`src/rtl/alu_issue_queue_if.sv`:
```
// alu_issue_queue_if -- bundle of every signal between the issue queue and
// its surroundings: the request channel, the operand/function bus to the
// ALU, the ALU result inputs and the result handshake channel.
//
// Signals:
//   req_valid, req_A[7:0], req_B[7:0], req_FunSel[3:0] : request in
//   req_ready                                          : queue has room
//   alu_A[7:0], alu_B[7:0], alu_FunSel[3:0]            : registered ALU drive
//   alu_Out[7:0], alu_Flags[3:0] ({Z,C,N,O})           : ALU registered outputs
//   res_valid, res_data[7:0], res_flags[3:0]           : result out
//   res_ready                                          : consumer takes result
//   res_parity                                         : XOR of res_data, only
//                                                        with ALU_ISSUE_PARITY_EN
//
// Modports: slave  = the issue queue's view,
//           master = the environment's view (requester, ALU, consumer).
// Optional feature macro: ALU_ISSUE_PARITY_EN.

interface alu_issue_queue_if;
    logic       req_valid;
    logic [7:0] req_A;
    logic [7:0] req_B;
    logic [3:0] req_FunSel;
    logic       req_ready;
    logic [7:0] alu_A;
    logic [7:0] alu_B;
    logic [3:0] alu_FunSel;
    logic [7:0] alu_Out;
    logic [3:0] alu_Flags;
    logic       res_valid;
    logic [7:0] res_data;
    logic [3:0] res_flags;
    logic       res_ready;
`ifdef ALU_ISSUE_PARITY_EN
    logic       res_parity;

    modport slave (
        input  req_valid, req_A, req_B, req_FunSel, alu_Out, alu_Flags, res_ready,
        output req_ready, alu_A, alu_B, alu_FunSel, res_valid, res_data, res_flags,
               res_parity
    );
    modport master (
        output req_valid, req_A, req_B, req_FunSel, alu_Out, alu_Flags, res_ready,
        input  req_ready, alu_A, alu_B, alu_FunSel, res_valid, res_data, res_flags,
               res_parity
    );
`else
    modport slave (
        input  req_valid, req_A, req_B, req_FunSel, alu_Out, alu_Flags, res_ready,
        output req_ready, alu_A, alu_B, alu_FunSel, res_valid, res_data, res_flags
    );
    modport master (
        output req_valid, req_A, req_B, req_FunSel, alu_Out, alu_Flags, res_ready,
        input  req_ready, alu_A, alu_B, alu_FunSel, res_valid, res_data, res_flags
    );
`endif
endinterface

```
`src/rtl/alu_issue_queue.sv`:
```
// alu_issue_queue -- 4-entry in-order issue queue in front of a registered ALU.
//
// Requests {A,B,FunSel} are pushed into a 4-deep FIFO. A four-state FSM
// (IDLE -> ISSUE -> WAIT -> DONE) takes one entry at a time, presents it to
// the ALU for exactly one clock edge, captures the ALU's registered result
// one edge later and holds it on the result channel until res_ready.
// Outside ISSUE the ALU is driven with A=B=0, FunSel=0000 (pass A) so the
// ALU's carry flag survives between operations (carry-chained shifts).
//
// Ports:
//   clk  : single clock, all state updates on its rising edge
//   rst  : asynchronous active-high reset; clears FSM, FIFO pointers/count
//          and all registered outputs immediately
//   bus  : alu_issue_queue_if.slave (request, ALU and result channels)
//
// Optional feature macro: ALU_ISSUE_PARITY_EN adds res_parity (XOR of
// res_data), captured with res_data and cleared by reset.

module alu_issue_queue (
    input  logic              clk,
    input  logic              rst,
    alu_issue_queue_if.slave  bus
);

    typedef enum logic [1:0] {
        IDLE  = 2'd0,
        ISSUE = 2'd1,
        WAIT  = 2'd2,
        DONE  = 2'd3
    } state_t;

    state_t           state_reg;
    logic [2:0]       count_reg;
    logic [1:0]       rd_ptr_reg;
    logic [1:0]       wr_ptr_reg;
    logic [3:0][19:0] entry_flat;
    logic [3:0]       wr_en;
    logic [19:0]      head;
    logic             req_ready;
    logic             push;
    logic             pop;

    logic [7:0]       alu_a_reg;
    logic [7:0]       alu_b_reg;
    logic [3:0]       alu_fs_reg;
    logic             res_valid_reg;
    logic [7:0]       res_data_reg;
    logic [3:0]       res_flags_reg;
`ifdef ALU_ISSUE_PARITY_EN
    logic             res_parity_reg;
`endif

    // Ready looks only at the occupancy, so a full queue never accepts even
    // when the head is being popped in the same cycle.
    assign req_ready = ~count_reg[2];
    assign push      = bus.req_valid & req_ready;
    assign pop       = (state_reg == IDLE) && (count_reg != 3'd0);
    assign head      = entry_flat[rd_ptr_reg];

    // FIFO storage: one register per entry, written only when the write
    // pointer selects it. Contents need no reset; count guards their use.
    genvar gi;
    generate
        for (gi = 0; gi < 4; gi++) begin : g_entry
            logic [19:0] data_reg;

            assign wr_en[gi]      = push && (wr_ptr_reg == 2'(gi));
            assign entry_flat[gi] = data_reg;

            always_ff @(posedge clk) begin
                if (wr_en[gi]) begin
                    data_reg <= {bus.req_A, bus.req_B, bus.req_FunSel};
                end
            end
        end
    endgenerate

    // Pointers wrap naturally at 2 bits; push+pop together leaves count alone.
    always_ff @(posedge clk or posedge rst) begin
        if (rst) begin
            count_reg  <= 3'd0;
            rd_ptr_reg <= 2'd0;
            wr_ptr_reg <= 2'd0;
        end else begin
            if (push) begin
                wr_ptr_reg <= wr_ptr_reg + 2'd1;
            end
            if (pop) begin
                rd_ptr_reg <= rd_ptr_reg + 2'd1;
            end
            case ({push, pop})
                2'b10:   count_reg <= count_reg + 3'd1;
                2'b01:   count_reg <= count_reg - 3'd1;
                default: count_reg <= count_reg;
            endcase
        end
    end

    // Issue FSM with registered ALU drive and result outputs.
    always_ff @(posedge clk or posedge rst) begin
        if (rst) begin
            state_reg      <= IDLE;
            alu_a_reg      <= 8'h00;
            alu_b_reg      <= 8'h00;
            alu_fs_reg     <= 4'b0000;
            res_valid_reg  <= 1'b0;
            res_data_reg   <= 8'h00;
            res_flags_reg  <= 4'b0000;
`ifdef ALU_ISSUE_PARITY_EN
            res_parity_reg <= 1'b0;
`endif
        end else begin
            case (state_reg)
                IDLE: begin
                    if (pop) begin
                        alu_a_reg  <= head[19:12];
                        alu_b_reg  <= head[11:4];
                        alu_fs_reg <= head[3:0];
                        state_reg  <= ISSUE;
                    end
                end
                ISSUE: begin
                    // The ALU samples the operation at this edge; drop back
                    // to pass-A of zero so it executes exactly once.
                    alu_a_reg  <= 8'h00;
                    alu_b_reg  <= 8'h00;
                    alu_fs_reg <= 4'b0000;
                    state_reg  <= WAIT;
                end
                WAIT: begin
                    res_data_reg   <= bus.alu_Out;
                    res_flags_reg  <= bus.alu_Flags;
`ifdef ALU_ISSUE_PARITY_EN
                    res_parity_reg <= ^bus.alu_Out;
`endif
                    res_valid_reg  <= 1'b1;
                    state_reg      <= DONE;
                end
                DONE: begin
                    if (bus.res_ready) begin
                        res_valid_reg <= 1'b0;
                        state_reg     <= IDLE;
                    end
                end
                default: state_reg <= IDLE;
            endcase
        end
    end

    assign bus.req_ready  = req_ready;
    assign bus.alu_A      = alu_a_reg;
    assign bus.alu_B      = alu_b_reg;
    assign bus.alu_FunSel = alu_fs_reg;
    assign bus.res_valid  = res_valid_reg;
    assign bus.res_data   = res_data_reg;
    assign bus.res_flags  = res_flags_reg;
`ifdef ALU_ISSUE_PARITY_EN
    assign bus.res_parity = res_parity_reg;
`endif

endmodule

```
`src/flat_wrapper.sv`:
```
// flat-port wrapper written by rule: the top's interface ports become plain ports
module alu_issue_queue_flat 
  (clk, rst, bus_req_valid, bus_req_A, bus_req_B, bus_req_FunSel, bus_alu_Out, bus_alu_Flags, bus_res_ready, bus_req_ready, bus_alu_A, bus_alu_B, bus_alu_FunSel, bus_res_valid, bus_res_data, bus_res_flags);
  alu_issue_queue_if bus_i ();
  input  logic clk;
  input  logic rst;
  input wire logic [$bits(bus_i.req_valid)-1:0] bus_req_valid;
  input wire logic [$bits(bus_i.req_A)-1:0] bus_req_A;
  input wire logic [$bits(bus_i.req_B)-1:0] bus_req_B;
  input wire logic [$bits(bus_i.req_FunSel)-1:0] bus_req_FunSel;
  input wire logic [$bits(bus_i.alu_Out)-1:0] bus_alu_Out;
  input wire logic [$bits(bus_i.alu_Flags)-1:0] bus_alu_Flags;
  input wire logic [$bits(bus_i.res_ready)-1:0] bus_res_ready;
  output wire logic [$bits(bus_i.req_ready)-1:0] bus_req_ready;
  output wire logic [$bits(bus_i.alu_A)-1:0] bus_alu_A;
  output wire logic [$bits(bus_i.alu_B)-1:0] bus_alu_B;
  output wire logic [$bits(bus_i.alu_FunSel)-1:0] bus_alu_FunSel;
  output wire logic [$bits(bus_i.res_valid)-1:0] bus_res_valid;
  output wire logic [$bits(bus_i.res_data)-1:0] bus_res_data;
  output wire logic [$bits(bus_i.res_flags)-1:0] bus_res_flags;
  assign bus_i.req_valid = bus_req_valid;
  assign bus_i.req_A = bus_req_A;
  assign bus_i.req_B = bus_req_B;
  assign bus_i.req_FunSel = bus_req_FunSel;
  assign bus_i.alu_Out = bus_alu_Out;
  assign bus_i.alu_Flags = bus_alu_Flags;
  assign bus_i.res_ready = bus_res_ready;
  assign bus_req_ready = bus_i.req_ready;
  assign bus_alu_A = bus_i.alu_A;
  assign bus_alu_B = bus_i.alu_B;
  assign bus_alu_FunSel = bus_i.alu_FunSel;
  assign bus_res_valid = bus_i.res_valid;
  assign bus_res_data = bus_i.res_data;
  assign bus_res_flags = bus_i.res_flags;
  alu_issue_queue u_core (.clk(clk), .rst(rst), .bus(bus_i));
endmodule
```
`config.mk`:
```
export PLATFORM = sky130hd
export DESIGN_NAME = alu_issue_queue_flat
export DESIGN_NICKNAME = d
export VERILOG_FILES = /design/src/rtl/alu_issue_queue_if.sv /design/src/rtl/alu_issue_queue.sv /design/src/flat_wrapper.sv
export SDC_FILE = /design/constraint.sdc
export NUM_CORES = 1
export LEC_CHECK = 0
export BUFFER_PORTS_ARGS = -buffer_cell sky130_fd_sc_hd__buf_2
export CAP_MARGIN = 20
export CORE_MARGIN = 4
export CORE_UTILIZATION = 49
export DETAILED_ROUTE_END_ITERATION = 10
export PLACE_DENSITY = 0.7
export RECOVER_POWER = 50
export SYNTH_ARGS = -nofsm -noshare
export SYNTH_HDL_FRONTEND = slang
export SYNTH_SLANG_ARGS = --single-unit
```
`constraint.sdc`:
```
create_clock -name clk -period 3.5 [get_ports clk]
set_input_delay 0.35 -clock clk [delete_from_list [all_inputs] [get_ports clk]]
set_output_delay 0.35 -clock clk [all_outputs]
set_load 0.05 [all_outputs]
```
# == After elaboration in Yosys (flattened, before gate mapping) ==
# Cells that the tools add are included.
# totals
out_inout_bits,34
ram_bits,0
in_bits,36
elab_cells,59
latch_bits,0
register_bits,122
memories,0
romBits,0
# classes
n_eq_ne,10
n_addsub,4
n_lt_le_gt_ge,1
multipliers,0
n_shift,0
n_div,0
n_mux,14
bitwise_logic,2
reduce_logical,14
# ops
op,n
binary-select mux 20 bit (select 2 bit),1
case mux 8 bit (2 select lines),2
two-way mux 20 bit,1
two-way mux 8 bit,2
equality test 2 bit (second input constant),5
case mux 2 bit (4 select lines),1
case mux 4 bit (2 select lines),1
equality test 2 x 1 -> 1 bit (second input constant),3
case mux 3 bit (2 select lines),1
AND reduction 2 bit,3
nonzero test 2 bit,3
logical AND 1 bit,5
adder 2 x 1 -> 2 bit (second input constant),2
zero test 2 bit,2
two-way mux 2 bit,2
two-way mux 4 bit,1
adder 3 x 1 -> 3 bit (second input constant),1
less-than comparator 2 x 3 -> 1 bit (second input constant),1
nonzero test 3 bit,1
subtractor 3 x 1 -> 3 bit (second input constant),1
!= test 2 x 1 -> 1 bit (second input constant),1
!= test 2 bit (second input constant),1
case mux 1 bit (2 select lines),1
bitwise AND 1 bit,1
other kinds (2),2

# == Logic depth before layout (Yosys ltp) ==
# depth
depth_word,4
mapped_depth,9

# == Least setup slack after synthesis ==
# No wires, ideal clock.
# synth_path
path_type,register -> register
start,reg u_core.state_reg[0]
end,reg u_core.count_reg[2]
slack_ns,1.564
arrival_time_ns,1.797
path_buffers,0
stages_incl_launch_ff,10
cell_sequence,dfrtp_1 inv_1 ha_1 o31a_1 ha_1 inv_1 fa_1 xor2_1 nor2_1 xnor2_1
# synth_between
elab_chain_cells,4
word_cells_on_any_way,6
classes_between,eq/ne: 2; mux: 1; reduce/logical: 3
# synth_lines
item,line_no,source
from (decl),alu_issue_queue.sv:32,state_t state_reg;
from (signal assigned),alu_issue_queue.sv:102,state_reg <= IDLE;
from (signal assigned),alu_issue_queue.sv:119,state_reg <= ISSUE;
from (signal assigned),alu_issue_queue.sv:128,state_reg <= WAIT;
zero test 2 bit *,alu_issue_queue.sv:57,assign pop = (state_reg == IDLE) && (count_reg != 3'd0);
logical AND 1 bit *,alu_issue_queue.sv:57,
named net u_core.pop,alu_issue_queue.sv:41,logic pop;
equality test 2 x 1 -> 1 bit or equality test 2 bit (tied branches),alu_issue_queue.sv:91,"case ({push, pop})"
case mux 3 bit (2 select lines) or nonzero test 2 bit (tied branches),-,
to (signal assigned),alu_issue_queue.sv:92,2'b10: count_reg <= count_reg + 3'd1;
to (signal assigned),alu_issue_queue.sv:93,2'b01: count_reg <= count_reg - 3'd1;
to (signal assigned),alu_issue_queue.sv:94,default: count_reg <= count_reg;
to (decl),alu_issue_queue.sv:33,logic [2:0] count_reg;
# Mark *: on every way through the listed nets, which the timed path passes. The rest lies on a longest branch.
# A chain may end at the register's enable or synchronous reset.

# == Worst setup path in the final report ==
# Ends and elaborated chain as after synthesis.

==> results.py <==
metrics = {
    "drt": {
        "first_pass_iters": 4,
        "via_per_inst": 5.26,
        "ant_nets": 0,
        "wl_per_cell_microns": 18.6,
        "finalWirelength_microns": 8440,
        "num_vias": 2388,
        "first_iter_violations": 101,
        "drc": 0,
    },
    "timing": {
        "finClkSkew_ps": 16.3,
        "finalSetupViolations": 0,
        "fmax_mhz": 472,
        "post-route-min-period_ps": 2120,
        "fin_crit_sh": 0.605,
        "rsz0062_at_grt": "false",
        "slew_violations": 43,
        "slew_headroom": -0.0969,
        "finalSetupTns_ps": 0,
        "tightest_slew_ps": 1640,
        "timing.final.hold_violations": 0,
    },
    "power_and_ir_drop": {
        "leakage_nw": 2.19,
        "p_per_area_nw_per_um2": 993,
        "ir_worst_vdd_uv": 442,
    },
    "clock_network": {
        "clock_latency_ps": 510,
        "clock_sinks": 122,
        "clkSlewWorstSetupHoldPaths_ps": 60,
        "cts_made_buffers": 17,
        "cts-htree-levels": 4,
        "root_buffer": "clkbuf_8",
        "cts_max_path_buffers": 2,
        "cts_tree": "done",
        "ctsResizeCount": 0,
        "ctsHoldBuffers": 0,
        "post-cts-setup-buffers": 0,
    },
    "hold_path": {
        "hold_class": "primary input to flip-flop",
    },
    "setup_path": {
        "cp-end-kind": "flip-flop",
        "cp.arrival_ps": 2540,
        "worst-setup-path-type": "flip-flop to flip-flop",
        "critPathMaxFanout": 6,
        "required_ps": 3930,
        "cp-start-kind": "flip-flop",
    },
    "synth": {
        "synth_top_area_cell": "edfxtp_1",
        "synth_ff_type": "edfxtp_1",
        "post_synth.cell_area_avg_sq_um": 20.0,
        "synth-edff-count": 80,
        "yosysWarnings": 0,
        "synth_async_sr_flop_share": 0.344,
        "ys_seq_elements": 122,
        "yosysSeqAreaShare": 0.744,
        "synth_area_leaders": "edfxtp_1, dfrtp_1, mux4_2",
        "synth_top_area_share": 0.518,
        "yosysUniqueCellTypes": 27,
        "syn_nets": 278,
        "syn_inst": 232,
        "syn_area_sq_um": 4640,
    },
    "placement": {
        "numPortBuffers": 69,
        "dp.cells": 422,
        "place_congestion": 0.703,
        "hpwl_microns": 5140,
    },
    "die": {
        "row_count": 35,
        "core_sq_um": 9240,
        "die_height_microns": 105,
        "die_area_sq_um": 11100,
        "io-pin-count": 70,
        "start_util": 0.502,
        "die_w_microns": 105,
    },
    "global_route": {
        "track_usage": 0.164,
        "overflow": 0,
        "antenna_found_initial": 0,
        "grt_pass1_vias": 2548,
        "grt_pass1_wl_microns": 13600,
        "grt_max_degree": 43,
    },
    "finish": {
        "drive_gt1_frac": 0.317,
        "num_antenna_cells": 0,
        "finish.utilization": 0.609,
        "syn_to_final_growth_pct": 21.2,
        "num-nets-final": 358,
        "largest_reg_flops": 80,
        "final_cells": 454,
        "num-fill-cells": 687,
    },
    "run_status": {
        "violations": "max-capacitance violations, max-slew violations",
        "status": "finished with violations",
    },
    "flow_run": {
        "maxCapViolations": 1,
    },
}
-- final cells by class --
class | count | area (sq um) | area share
flip-flops and latches | 122 | 3450 | 0.614
multi-input cells | 89 | 1090 | 0.194
clock buffers | 17 | 414 | 0.0737
repair buffers | 71 | 320 | 0.0570
well taps | 129 | 161 | 0.0287
clock inverters | 15 | 141 | 0.0251
inverters | 11 | 41.3 | 0.00734
-- report_power, final --
part           leakage (nW)  internal [mW]  switching [mW]
logic                 0.668          0.682            1.19
registers              1.25           1.90           0.195
clock network         0.277          0.955           0.661
-- worst max-delay path, stage by stage (launching register included) --
cell     delay, ps
dfrtp_1        410
inv_1          100
ha_1           270
o31a_1         240
ha_1           200
inv_1           60
fa_1           370
xor2_1         150
nor2_1         110
xnor2_1        130
-- kinds of logic after synthesis --
family                     count (synthesis)  synth area share
xor gates and xnor gates                   6            0.0113
muxes                                     34             0.132
and+or+nand+nor                           13            0.0148
DFF                                      122             0.744
buffers and inverters                     21            0.0216
adders and majority gates                 10            0.0286
AOI/OAI and AO/OA                         26            0.0469
-- cells in the final DEF (no fill, tap or decap) --
master      instances
clkbuf_16          16
inv_8               2
nand2_1             2
inv_6               4
and2_1              4
ha_1                9
clkbuf_1           32
dfrtp_1            42
clkinv_4            3
nor2b_1             2
a22o_1             20
xnor2_1             4
buf_4               2
o22ai_1             1
xor2_1              2
clkbuf_8            1
mux2i_1             1
inv_1              11
mux4_2             18
edfxtp_1           80
bufinv_16           1
nor3b_2             1
nor3_1              1
clkinv_2            4
o32a_1              1
fa_1                1
a21oi_1             1
a21o_1              1
mux4_1              2
nor2_1              3
o31a_1              1
mux2_2             13
o21ai_0             1
clkinvlp_4          1
buf_2              37
-- worst paths after layout --
kind / startpoint / to / slack [ps] / cells after the start
hold reg to reg: u_core.bus.alu_FunSel[3]$_DFFE_PP0P_ / u_core.bus.alu_FunSel[3]$_DFFE_PP0P_ / 500 / 1
setup / recovery: u_core.state_reg[0]$_DFFE_PP0P_ / u_core.count_reg[2]$_DFFE_PP0P_ / 1380 / 9
setup reg to reg: u_core.state_reg[0]$_DFFE_PP0P_ / u_core.count_reg[2]$_DFFE_PP0P_ / 1380 / 9
hold / removal: bus_res_ready / u_core.bus.res_valid$_DFFE_PP0P_ / 70 / 2
max in group asynchronous: rst / u_core.wr_ptr_reg[0]$_DFFE_PP0P_ / 2180 / 2
min in group asynchronous: rst / u_core.bus.alu_FunSel[3]$_DFFE_PP0P_ / 350 / 2
-- synth_stat cells (2+ instances only) --
| master | count |
|---|---|
| xnor2_1 | 4 |
| mux4_2 | 18 |
| ha_1 | 9 |
| dfrtp_1 | 42 |
| nor2b_1 | 2 |
| inv_1 | 11 |
| xor2_1 | 2 |
| mux4_1 | 2 |
| buf_2 | 5 |
| nor2_1 | 3 |
| a22o_1 | 20 |
| mux2_2 | 13 |
| nand2_1 | 2 |
| buf_6 | 2 |
| edfxtp_1 | 80 |
| clkbuf_1 | 3 |
| and2_1 | 4 |
-- metrics by stage --
step / hold slack, ps / setup slack (ps) / area (sq um) / total power [mW]
2_1_floorplan: 449 / 1560 / 4640 / 3.60
3_3_place_gp: 481 / 1380 / 5110 / 3.99
3_5_place_dp: 485 / 1310 / 5110 / 4.04
4_1_cts: 38.8 / 1360 / 5660 / 5.67
5_1_grt: 55.5 / 1210 / 5620 / 5.87
6_report: 68.2 / 1380 / 5620 / 5.59
-- routing by layer --
metal	track usage	up-vias	routed length (microns)
met5	0	-	0
met4	0.0703	0	117
met3	0.0508	12	551
met2	0.260	84	4210
met1	0.208	1226	3560
li1	-	1066	-
Power figures use the tool's default switching activity.
